--- src/rtl/risc_pkg.sv ---
// Shared definitions for the fetch stage: instruction field positions,
// word geometry and the fetch FSM state encoding.
package risc_pkg;

    localparam int INSTR_W = 32;
    localparam int PC_STEP = 4;

    localparam int OPC_HI = 31;
    localparam int OPC_LO = 26;
    localparam int FN_HI  = 5;
    localparam int FN_LO  = 0;

    typedef enum logic [1:0] {
        S_REQ  = 2'd0,
        S_WAIT = 2'd1,
        S_FULL = 2'd2,
        S_DROP = 2'd3
    } fetch_state_e;

endpackage

--- src/rtl/instr_fetch_unit_if.sv ---
// Fetch-unit bus bundle: instruction-memory handshake, redirect input and
// the decode-side valid/ready channel. master = fetch unit, slave = its peers.
interface instr_fetch_unit_if #(
    parameter int ADDR_W = 32,
    parameter int CNT_W  = 16
);
    import risc_pkg::*;

    logic                imem_req;
    logic [ADDR_W-1:0]   imem_addr;
    logic                imem_gnt;
    logic                imem_rvalid;
    logic [INSTR_W-1:0]  imem_rdata;

    logic                redirect;
    logic [ADDR_W-1:0]   redirect_pc;

    logic                out_valid;
    logic                out_ready;
    logic [INSTR_W-1:0]  out_instr;
    logic [ADDR_W-1:0]   out_pc;
    logic [5:0]          out_opcode;
    logic [5:0]          out_fn;
    logic [CNT_W-1:0]    deliv_cnt;

    modport master (
        output imem_req, imem_addr, out_valid, out_instr, out_pc,
               out_opcode, out_fn, deliv_cnt,
        input  imem_gnt, imem_rvalid, imem_rdata, redirect, redirect_pc,
               out_ready
    );

    modport slave (
        input  imem_req, imem_addr, out_valid, out_instr, out_pc,
               out_opcode, out_fn, deliv_cnt,
        output imem_gnt, imem_rvalid, imem_rdata, redirect, redirect_pc,
               out_ready
    );

endinterface

--- src/rtl/fetch_pc_reg.sv ---
// Program counter: word-aligned redirect load takes priority over the
// sequential +4 step; wraps naturally at the top of the address space.
module fetch_pc_reg
    import risc_pkg::*;
#(
    parameter int              ADDR_W   = 32,
    parameter logic [ADDR_W-1:0] RESET_PC = '0
) (
    input  logic              clk,
    input  logic              rst,
    input  logic              load_i,
    input  logic [ADDR_W-1:0] target_i,
    input  logic              incr_i,
    output logic [ADDR_W-1:0] pc_o
);

    logic [ADDR_W-1:0] pc_q;
    logic [ADDR_W-1:0] pc_d;

    always_comb begin
        pc_d = pc_q;
        if (load_i) begin
            pc_d = {target_i[ADDR_W-1:2], 2'b00};
        end else if (incr_i) begin
            pc_d = pc_q + ADDR_W'(PC_STEP);
        end
    end

    always_ff @(posedge clk or negedge rst) begin
        if (!rst) begin
            pc_q <= RESET_PC;
        end else begin
            pc_q <= pc_d;
        end
    end

    assign pc_o = pc_q;

endmodule

--- src/rtl/instr_fetch_unit.sv ---
// Instruction fetch unit: one outstanding memory request, single-entry
// output buffer to decode, redirects flush fetched or in-flight words.
//
// state  | meaning
// S_REQ  | requesting pc from memory, waiting for grant
// S_WAIT | request granted, waiting for response data
// S_FULL | instruction held for decode
// S_DROP | redirected while in flight, discarding the stale response
module instr_fetch_unit
    import risc_pkg::*;
#(
    parameter int                ADDR_W   = 32,
    parameter logic [ADDR_W-1:0] RESET_PC = 32'h0000_0000,
    parameter int                CNT_W    = 16
) (
    input  logic               clk,
    input  logic               rst,
    instr_fetch_unit_if.master bus
);

    fetch_state_e       state_q, state_d;
    logic [INSTR_W-1:0] instr_q, instr_d;
    logic [ADDR_W-1:0]  opc_pc_q, opc_pc_d;
    logic [CNT_W-1:0]   cnt_q, cnt_d;
    logic [ADDR_W-1:0]  pc;
    logic               pc_incr;
    logic               capture;
    logic               cnt_incr;
    logic               req_c;
    logic               valid_c;

    fetch_pc_reg #(
        .ADDR_W   (ADDR_W),
        .RESET_PC (RESET_PC)
    ) u_pc (
        .clk      (clk),
        .rst      (rst),
        .load_i   (bus.redirect),
        .target_i (bus.redirect_pc),
        .incr_i   (pc_incr),
        .pc_o     (pc)
    );

    always_comb begin
        state_d  = state_q;
        pc_incr  = 1'b0;
        capture  = 1'b0;
        cnt_incr = 1'b0;
        req_c    = 1'b0;
        valid_c  = 1'b0;
        case (state_q)
            S_REQ: begin
                req_c = !bus.redirect;
                if (!bus.redirect && bus.imem_gnt) begin
                    state_d = S_WAIT;
                end
            end
            S_WAIT: begin
                if (bus.imem_rvalid) begin
                    if (bus.redirect) begin
                        state_d = S_REQ;
                    end else begin
                        capture = 1'b1;
                        pc_incr = 1'b1;
                        state_d = S_FULL;
                    end
                end else if (bus.redirect) begin
                    state_d = S_DROP;
                end
            end
            S_DROP: begin
                if (bus.imem_rvalid) begin
                    state_d = S_REQ;
                end
            end
            S_FULL: begin
                valid_c = 1'b1;
                // A redirect kills the held word even if decode takes it now.
                if (bus.redirect) begin
                    state_d = S_REQ;
                end else if (bus.out_ready) begin
                    cnt_incr = 1'b1;
                    state_d  = S_REQ;
                end
            end
            default: state_d = S_REQ;
        endcase
    end

    always_comb begin
        instr_d  = capture  ? bus.imem_rdata : instr_q;
        opc_pc_d = capture  ? pc             : opc_pc_q;
        cnt_d    = cnt_incr ? cnt_q + 1'b1   : cnt_q;
    end

    always_ff @(posedge clk or negedge rst) begin
        if (!rst) begin
            state_q  <= S_REQ;
            instr_q  <= '0;
            opc_pc_q <= '0;
            cnt_q    <= '0;
        end else begin
            state_q  <= state_d;
            instr_q  <= instr_d;
            opc_pc_q <= opc_pc_d;
            cnt_q    <= cnt_d;
        end
    end

    assign bus.imem_req   = req_c & rst;
    assign bus.imem_addr  = {pc[ADDR_W-1:2], 2'b00};
    assign bus.out_valid  = valid_c;
    assign bus.out_instr  = instr_q;
    assign bus.out_pc     = opc_pc_q;
    assign bus.out_opcode = instr_q[OPC_HI:OPC_LO];
    assign bus.out_fn     = instr_q[FN_HI:FN_LO];
    assign bus.deliv_cnt  = cnt_q;

endmodule

--- src/flat_wrapper.sv ---
// flat-port wrapper written by rule: the top's interface ports become plain ports
module instr_fetch_unit_flat import risc_pkg::*;
#(
    parameter int                ADDR_W   = 32,
    parameter logic [ADDR_W-1:0] RESET_PC = 32'h0000_0000,
    parameter int                CNT_W    = 16
)
  (clk, rst, bus_imem_req, bus_imem_addr, bus_out_valid, bus_out_instr, bus_out_pc, bus_out_opcode, bus_out_fn, bus_deliv_cnt, bus_imem_gnt, bus_imem_rvalid, bus_imem_rdata, bus_redirect, bus_redirect_pc, bus_out_ready);
  instr_fetch_unit_if #(.ADDR_W(ADDR_W), .CNT_W(CNT_W)) bus_i ();
  input  logic clk;
  input  logic rst;
  output wire logic [$bits(bus_i.imem_req)-1:0] bus_imem_req;
  output wire logic [$bits(bus_i.imem_addr)-1:0] bus_imem_addr;
  output wire logic [$bits(bus_i.out_valid)-1:0] bus_out_valid;
  output wire logic [$bits(bus_i.out_instr)-1:0] bus_out_instr;
  output wire logic [$bits(bus_i.out_pc)-1:0] bus_out_pc;
  output wire logic [$bits(bus_i.out_opcode)-1:0] bus_out_opcode;
  output wire logic [$bits(bus_i.out_fn)-1:0] bus_out_fn;
  output wire logic [$bits(bus_i.deliv_cnt)-1:0] bus_deliv_cnt;
  input wire logic [$bits(bus_i.imem_gnt)-1:0] bus_imem_gnt;
  input wire logic [$bits(bus_i.imem_rvalid)-1:0] bus_imem_rvalid;
  input wire logic [$bits(bus_i.imem_rdata)-1:0] bus_imem_rdata;
  input wire logic [$bits(bus_i.redirect)-1:0] bus_redirect;
  input wire logic [$bits(bus_i.redirect_pc)-1:0] bus_redirect_pc;
  input wire logic [$bits(bus_i.out_ready)-1:0] bus_out_ready;
  assign bus_imem_req = bus_i.imem_req;
  assign bus_imem_addr = bus_i.imem_addr;
  assign bus_out_valid = bus_i.out_valid;
  assign bus_out_instr = bus_i.out_instr;
  assign bus_out_pc = bus_i.out_pc;
  assign bus_out_opcode = bus_i.out_opcode;
  assign bus_out_fn = bus_i.out_fn;
  assign bus_deliv_cnt = bus_i.deliv_cnt;
  assign bus_i.imem_gnt = bus_imem_gnt;
  assign bus_i.imem_rvalid = bus_imem_rvalid;
  assign bus_i.imem_rdata = bus_imem_rdata;
  assign bus_i.redirect = bus_redirect;
  assign bus_i.redirect_pc = bus_redirect_pc;
  assign bus_i.out_ready = bus_out_ready;
  instr_fetch_unit #(.ADDR_W(ADDR_W), .RESET_PC(RESET_PC), .CNT_W(CNT_W)) u_core (.clk(clk), .rst(rst), .bus(bus_i));
endmodule
--- config.mk ---
export PLATFORM = sky130hd
export DESIGN_NAME = instr_fetch_unit_flat
export DESIGN_NICKNAME = d
export VERILOG_FILES = /design/src/rtl/risc_pkg.sv /design/src/rtl/instr_fetch_unit_if.sv /design/src/rtl/fetch_pc_reg.sv /design/src/rtl/instr_fetch_unit.sv /design/src/flat_wrapper.sv
export SDC_FILE = /design/constraint.sdc
export NUM_CORES = 1
export LEC_CHECK = 0
export ABC_AREA = 1
export ABC_CLOCK_PERIOD_IN_PS = 1700
export CAP_MARGIN = 10
export CORE_MARGIN = 3
export CORE_UTILIZATION = 46
export DETAILED_ROUTE_END_ITERATION = 10
export GPL_TIMING_DRIVEN = 0
export PLACE_DENSITY = 0.89
export SYNTH_ARGS = -nofsm -noshare
export SYNTH_HDL_FRONTEND = slang
export SYNTH_HIERARCHICAL = 1
export SYNTH_SLANG_ARGS = --single-unit
--- constraint.sdc ---
create_clock -name clk -period 1.7 [get_ports clk]
set_input_delay 0.34 -clock clk [delete_from_list [all_inputs] [get_ports clk]]
set_output_delay 0.34 -clock clk [all_outputs]
set_load 0.1 [all_outputs]
==> results of run 1 <==
## Yosys cell counts, types with 4 or more instances
master    number  area [um^2]
a22oi_1       18          135
nor2_1        47          176
inv_1         43          161
nor2_4         6         67.6
buf_4         17          128
nand2_2       10         62.6
dfrtp_1      112         2800
xnor2_1        5         43.8
xor2_1         9         78.8
nor2_2        12         75.1
o21ai_0        9         45.0
o21bai_1       7         52.6
nand4_1        4         25.0
buf_2         16         80.1
nand2_1      341         1280
nand3_1       48          240
## cell type report
cell class	instances	area share, %
plain buffers	39	3.24
multi-input cells	541	30.5
clock inverters	4	0.931
inverters	43	2.00
repair buffers	197	22.9
flip-flops and latches	112	35.0
well taps	164	2.50
clock buffers	12	3.01
## sequential cells by signal, summed over array words and instances, names as in the netlist
signal                cells
u_core/bus.out_instr     32
u_core/bus.out_pc        32
u_core/bus.deliv_cnt     16
u_core/state_q            2
u_core/u_pc/pc_o         30
## placed cells by master, fill, tap and decap left out, types with 3 or more instances in the layout
cell type	netlist	layout
o21bai_1	7	7
nor2_1	47	45
buf_2	16	60
a22oi_1	18	18
nand2_1	341	339
dfrtp_2	0	38
clkdlybuf4s15_2	0	70
dfrtp_1	112	70
clkdlybuf4s50_1	0	65
buf_6	3	4
nand3_1	48	48
o21ai_0	9	9
dfrtp_4	0	4
inv_1	43	41
xor2_1	9	9
buf_4	17	25
nor2_4	6	9
o21ai_1	3	3
nand4_1	4	4
nor2_2	12	11
clkbuf_16	0	10
xnor2_1	5	5
nand3b_1	3	3
conb_1	2	4
clkbuf_1	3	4
nand2_2	10	12
clkdlybuf4s18_2	0	6
## worst paths after layout
path,start,to,slack [ns],cells past startpoint
max,u_core/bus.out_instr[0]$_DFFE_PN0P_,bus_out_fn[0],0.03,1
min,rst,u_core/bus.out_instr[12]$_DFFE_PN0P_,-0.15,1
max reg2reg,u_core/state_q[1]$_DFFE_PN0P_,u_core/u_pc/pc_o[6]$_DFFE_PN0N_,0.10,9
min reg2reg,u_core/bus.out_pc[29]$_DFFE_PN0P_,u_core/bus.out_pc[29]$_DFFE_PN0P_,0.48,2
max in group asynchronous,rst,u_core/u_pc/pc_o[23]$_DFFE_PN0N_,1.31,2
min in group clk,u_core/bus.out_pc[29]$_DFFE_PN0P_,u_core/bus.out_pc[29]$_DFFE_PN0P_,0.48,2
## metrics by stage
step / utilization [%] / hold WS [ns]
2_1_floorplan: - / 0.0444
3_3_place_gp: 67.0 / 0.462
3_5_place_dp: 67.2 / 0.337
4_1_cts: 70.5 / -0.140
5_1_grt: 69.7 / -0.138
6_report: 69.7 / -0.146
## per-layer routing
layer	track usage, %	part of all wire [%]	vias to the layer above
met5	0	0	-
met4	8.79	2.3	0
met3	5.76	8.1	34
met2	43.8	49	254
met1	29.7	40	2614
li1	-	-	2696
## cells by family (layout without fill, tap and decap cells)
group | Yosys count | after routing | synth area share, %
AND/OR/NAND/NOR | 479 | 479 | 35.7
XOR/XNOR | 14 | 14 | 2.16
flip-flops | 112 | 112 | 49.3
adder cells (fa/ha/maj) | 2 | 2 | 0.440
AO/OA/AOI/OAI | 42 | 42 | 4.93
buffers and inverters | 82 | 295 | 7.29
other | 2 | 4 | 0.132
## timing repair
item	CTS	global route
pin swaps	0	2
endpoints found under the setup margin	164	49
endpoints found under the hold margin	56	56
setup buffers	0	4
gates cloned	0	1
gates resized for setup	445	58
==> results.tsv, run 1 <==
stage	metric	value	unit
timing	FMAX	597	MHz
route	antenna-violating nets left	0	
final_layout	Finished Layout Cells	1112	
grt	Remaining Overflow, GRT	0	
yosys	register area share after synthesis	49.3	%
status	status	finished, violations left	
yosys	Yosys cell types	30	
cts	CTS tree	yes	
placed_design	Post-DP Area	7910	um^2
placed_design	GP Congestion	0.949	
cts	CTS Sinks	112	
flow_run	MaxCap Viol Count	0	
floorplanning	io pins	196	
timing	hold_ws	-0.146	ns
floorplanning	Core Rows	39	
final_layout	layout cells sized above 1	27.8	%
route	Vias	5598	
grt	number of global-route vias before repair	5476	
route	Residual DRC	0	
grt	initial antenna violation count	0	
timing	# setup viols final	0	
route	DRT Pass-1 Iters	5	
worst_setup_path	Buf+Inv Stages, Crit Path	1	
final_layout	Synth-to-Final Area Change	44.2	%
worst_setup_path	crit end category	output pin	
cts	clk buf depth	2	
cts	H-tree Lvls	3	
final_layout	FF/Latch Area	2870	um^2
yosys	Synth Register Bits	112	
cts	clock root cell	clkbuf_16	
placed_design	Post-Place Worst Slack	-1.16	ns
timing	final setup margin	0.0260	ns
final_layout	number of antenna diodes	0	
cts	Worst-Skew Late Latency	0.34	ns
floorplanning	Initial Utilization	48.3	%
placed_design	Inst Count DP	1091	
route	starting DRC count in detailed routing	374	
route	Via density	5.03	
route	routed wire length	17500	um
grt	GRT Overall Usage	24.9	%
yosys	top_reg_cell synth	dfrtp_1	
route	routed wire length per instance	15.7	um
worst_hold_path	Hold Crit Class	input port to async pin	
worst_setup_path	Worst EP required	1.36	ns
timing	Slew Limit Headroom	60.9	%
worst_setup_path	Crit path largest cell delay	0.58	ns
floorplanning	DIE WIDTH	117	um
timing	Fin Setup TNS	0	ns
placed_design	HPWL after DPL	12500	um
worst_setup_path	crit path launch type	flip-flop	
yosys	Mapped Area	5680	um^2
placed_design	Buffers on Ports	191	
cts	CTS buffer count	9	
worst_setup_path	crit path kind	flip-flop to output pin	
timing	Period minus WS final	1.67	ns
final_layout	area of the multi-input gates	2500	um^2
status	failing checks	hold timing	
floorplanning	die span in y	117	um
yosys	Cells after Synth	733	
timing	Final Hold Fails	56	
worst_setup_path	CP max FO	3	
timing	Setup Skew	0.00675	ns
timing	Worst Max-Slew Pin Slew	0.589	ns
grt	first-pass GRT wire length	26600	um
yosys	Post-synth EDFFs	0	
worst_setup_path	crit-path cells	clkdlybuf4s15_2	
worst_setup_path	Crit-path slowest cell	clkdlybuf4s15_2	
final_layout	Filler Cells Inserted	930	
worst_setup_path	arrival time worst endpoint	1.33	ns
final_layout	final net count	1015	
cts	Worst-path clk slew	0.07	ns
worst_setup_path	delay-heaviest family, CP	buffers and inverters	
timing	RSZ-0062 raised after global routing	true	
timing	final count of pins violating max slew	0	
grt	pin count of the biggest net entering global routing	58	
floorplanning	core area	11800	um^2
timing	final worst-path cycle share	98.5	%
yosys	Mapped Avg Cell Area	7.75	um^2
yosys	Async SR Flop Fraction	100	%
final_layout	final cell area excluding filler cells	8200	um^2
yosys	Syn. warnings	6	
floorplanning	total die area	13700	um^2
Power of run 1 is left out: the tool's default activity adds up to more than one toggle a clock period on the data nets, which glitch-free logic cannot reach.
==> inputs of run 2 (changes only) <==
--- a/config.mk
+++ b/config.mk
@@ -7,9 +7,9 @@
 export LEC_CHECK = 0
 export ABC_AREA = 1
 export ABC_CLOCK_PERIOD_IN_PS = 1700
-export CAP_MARGIN = 10
 export CORE_MARGIN = 3
 export CORE_UTILIZATION = 46
+export CTS_CLUSTER_DIAMETER = 120
 export DETAILED_ROUTE_END_ITERATION = 10
 export GPL_TIMING_DRIVEN = 0
 export PLACE_DENSITY = 0.89
==> results of run 2 <==
The final DEF is identical to that of run 1; final timing and power are the same.
Power of run 2 is left out for the same reason.
==> inputs of run 3 (changes only) <==
--- a/config.mk
+++ b/config.mk
@@ -8,11 +8,12 @@
 export ABC_AREA = 1
 export ABC_CLOCK_PERIOD_IN_PS = 1700
 export CORE_MARGIN = 3
-export CORE_UTILIZATION = 46
+export CORE_UTILIZATION = 35
+export CTS_BUF_LIST = sky130_fd_sc_hd__clkbuf_8
 export CTS_CLUSTER_DIAMETER = 120
 export DETAILED_ROUTE_END_ITERATION = 10
 export GPL_TIMING_DRIVEN = 0
-export PLACE_DENSITY = 0.89
+export PLACE_DENSITY = 0.72
 export SYNTH_ARGS = -nofsm -noshare
 export SYNTH_HDL_FRONTEND = slang
 export SYNTH_HIERARCHICAL = 1
==> run 3 against run 2 <==
- the flow finishes with violations (hold timing, setup timing)
- first-iteration DRC count shrank 4.5%
- global-route usage shrank 5.6 points
- clock-buffer cell count shrank 3
- non-clock buffer count grew 1
- wire length shrank 0.46%
==> results.tsv, run 3 (synthesized netlist as in run 1, its figures left out) <==
stage	metric	value	unit	change
status	status	finished, violations left		unchanged
status	failing checks	hold timing, setup timing		was hold timing
final_layout	final core utilization	51.4	%	was 69.7%
worst_setup_path	Crit-path slowest cell	dfrtp_2		was clkdlybuf4s15_2
cts	CTS buffer count	9		unchanged
grt	GRT Overall Usage	19.3	%	was 24.9%
grt	first-pass GRT wire length	27600	um	was 26600 um
worst_setup_path	reg2reg start	u_core/state_q[0]$_DFFE_PN0P_		was u_core/state_q[1]$_DFFE_PN0P_
timing	final count of pins violating max slew	0		unchanged
worst_setup_path	CP max FO	5		was 3
route	routed wire length	17400	um	was 17500 um
timing	RSZ-0062 raised after global routing	true		unchanged
worst_setup_path	delay-heaviest family, CP	flip-flops		was buffers and inverters
route	DRT Pass-1 Iters	4		was 5
worst_setup_path	crit path launch type	flip-flop		unchanged
final_layout	FF/Latch Area	2870	um^2	unchanged
timing	FMAX	582	MHz	was 597 MHz
worst_setup_path	Critical R2R Capture	u_core/u_pc/pc_o[4]$_DFFE_PN0N_		was u_core/u_pc/pc_o[6]$_DFFE_PN0N_
final_layout	area of the multi-input gates	2500	um^2	unchanged
final_layout	final net count	1016		was 1015
flow_run	MaxCap Viol Count	0		unchanged
timing	Slew Limit Headroom	62.4	%	was 60.9%
final_layout	commonest non-fill, non-tap cell in the layout	nand2_1		unchanged
grt	pin count of the biggest net entering global routing	68		was 58
timing	hold_ws	-0.190	ns	was -0.146 ns
final_layout	most frequent cells in the layout	nand2_1, buf_2, dfrtp_1, clkdlybuf4s50_1, nand3_1		was nand2_1, clkdlybuf4s15_2, dfrtp_1, clkdlybuf4s50_1, buf_2
route	Via density	4.69		was 5.03
floorplanning	Initial Utilization	36.6	%	was 48.3%
timing	# setup viols final	1		was 0
cts	CTS tree	yes		unchanged
floorplanning	Core Rows	45		was 39
worst_setup_path	Crit path largest cell delay	0.47	ns	was 0.58 ns
worst_setup_path	crit end category	output pin		unchanged
worst_setup_path	crit-path cells	nor2_4 > nand2_1 > nor2_2 > buf_12		was clkdlybuf4s15_2
placed_design	Post-Place Worst Slack	-1.11	ns	was -1.16 ns
worst_setup_path	Buf+Inv Stages, Crit Path	1		unchanged
final_layout	Filler Cells Inserted	1502		was 930
route	Residual DRC	0		unchanged
grt	Remaining Overflow, GRT	0		unchanged
placed_design	GP Congestion	0.862		was 0.949
worst_setup_path	arrival time worst endpoint	1.38	ns	was 1.33 ns
worst_hold_path	Hold Crit Class	input port to async pin		unchanged
floorplanning	total die area	17800	um^2	was 13700 um^2
final_layout	number of antenna diodes	0		unchanged
timing	Final Hold Fails	46		was 56
route	antenna-violating nets left	0		unchanged
grt	initial antenna violation count	0		unchanged
worst_setup_path	worst r2r path cells	8		was 9
timing	final setup margin	-0.0172	ns	was 0.0260 ns
route	routed wire length per instance	15.0	um	was 15.7 um
timing	Worst Max-Slew Pin Slew	0.566	ns	was 0.589 ns
cts	Worst-Skew Late Latency	0.37	ns	was 0.34 ns
route	Vias	5435		was 5598
route	starting DRC count in detailed routing	357		was 374
worst_setup_path	crit path kind	flip-flop to output pin		unchanged
timing	Period minus WS final	1.72	ns	was 1.67 ns
cts	H-tree Lvls	3		unchanged
grt	number of global-route vias before repair	5241		was 5476
placed_design	HPWL after DPL	12600	um	was 12500 um
floorplanning	DIE WIDTH	133	um	was 117 um
floorplanning	io pins	196		unchanged
worst_setup_path	Worst EP required	1.36	ns	about the same
final_layout	layout cells sized above 1	27.9	%	was 27.8%
placed_design	Buffers on Ports	191		unchanged
timing	final worst-path cycle share	101	%	was 98.5%
timing	Setup Skew	0.0134	ns	was 0.00675 ns
final_layout	Synth-to-Final Area Change	40.5	%	was 44.2%
worst_setup_path	reg-to-reg setup timing slack	0.11	ns	was 0.10 ns
floorplanning	die span in y	133	um	was 117 um
cts	Worst-path clk slew	0.10	ns	was 0.07 ns
cts	clock root cell	clkbuf_8		was clkbuf_16
cts	CTS Sinks	112		unchanged
floorplanning	core area	15500	um^2	was 11800 um^2
cts	clk buf depth	2		unchanged
## run 3: cell type report
type | instances | share of cell area, %
plain buffers | 39 | 3.48
clock buffers | 9 | 1.55
clock inverters | 7 | 0.705
inverters | 43 | 2.05
multi-input cells | 541 | 31.3
flip-flops and latches | 112 | 35.9
well taps | 211 | 3.31
repair buffers | 198 | 21.7
## run 3: timing repair
action                     CTS  global route
gates resized for setup    518            42
buffers inserted             0             5
hold endpoints to repair    46            46
gates cloned                 0             1
setup endpoints to repair  172            56
pin swaps                    1             4
## run 3: worst reg2reg max path, stage by stage, from the launching register on
cell and delay, ns:
dfrtp_2 0.47, nand4_1 0.16, inv_2 0.07, buf_12 0.13, nor2_1 0.15, buf_6 0.17
buf_4 0.20, nand2_1 0.07, o211ai_1 0.09
## run 3: metal layers
layer  part of all wire, %  track usage [%]  wire [um]  vias to the layer above
met4                   1.6             6.29        278                        0
met1                    45             25.7       7750                     2520
met5                     0                0          0                        -
met3                   7.2             3.97       1240                       16
met2                    47             31.6       8110                      192
li1                      -                -          -                     2707
## run 3: how the worst max path moves through the flow
stage                                        startpoint                         endpoint  slack [ns]  cells past startpoint
final                     u_core/state_q[0]$_DFFE_PN0P_                     bus_imem_req       -0.02                      4
after global routing      u_core/state_q[0]$_DFFE_PN0P_                     bus_imem_req       -0.11                      4
after CTS                 u_core/state_q[0]$_DFFE_PN0P_                     bus_imem_req       -0.09                      4
after detailed placement                            rst                     bus_imem_req       -1.11                      5
after global placement                              rst  u_core/u_pc/pc_o[3]$_DFFE_PN0N_       -5.03                      1
after floorplan           u_core/state_q[0]$_DFFE_PN0P_                     bus_imem_req       -0.08                      3
## run 3: metrics by stage
step / instances / TNS, ns / cell area (um^2) / hold WS (ns)
3_3_place_gp: 1137 / -563.15 / 7940 / 0.461
6_report: 1160 / -0.0172 / 7990 / -0.190
2_1_floorplan: 735 / -0.0804 / 5760 / 0.0444
4_1_cts: 1154 / -0.125 / 7960 / -0.215
3_5_place_dp: 1138 / -70.15 / 7970 / 0.301
5_1_grt: 1160 / -0.205 / 7990 / -0.195
Power of run 3 is left out for the same reason.
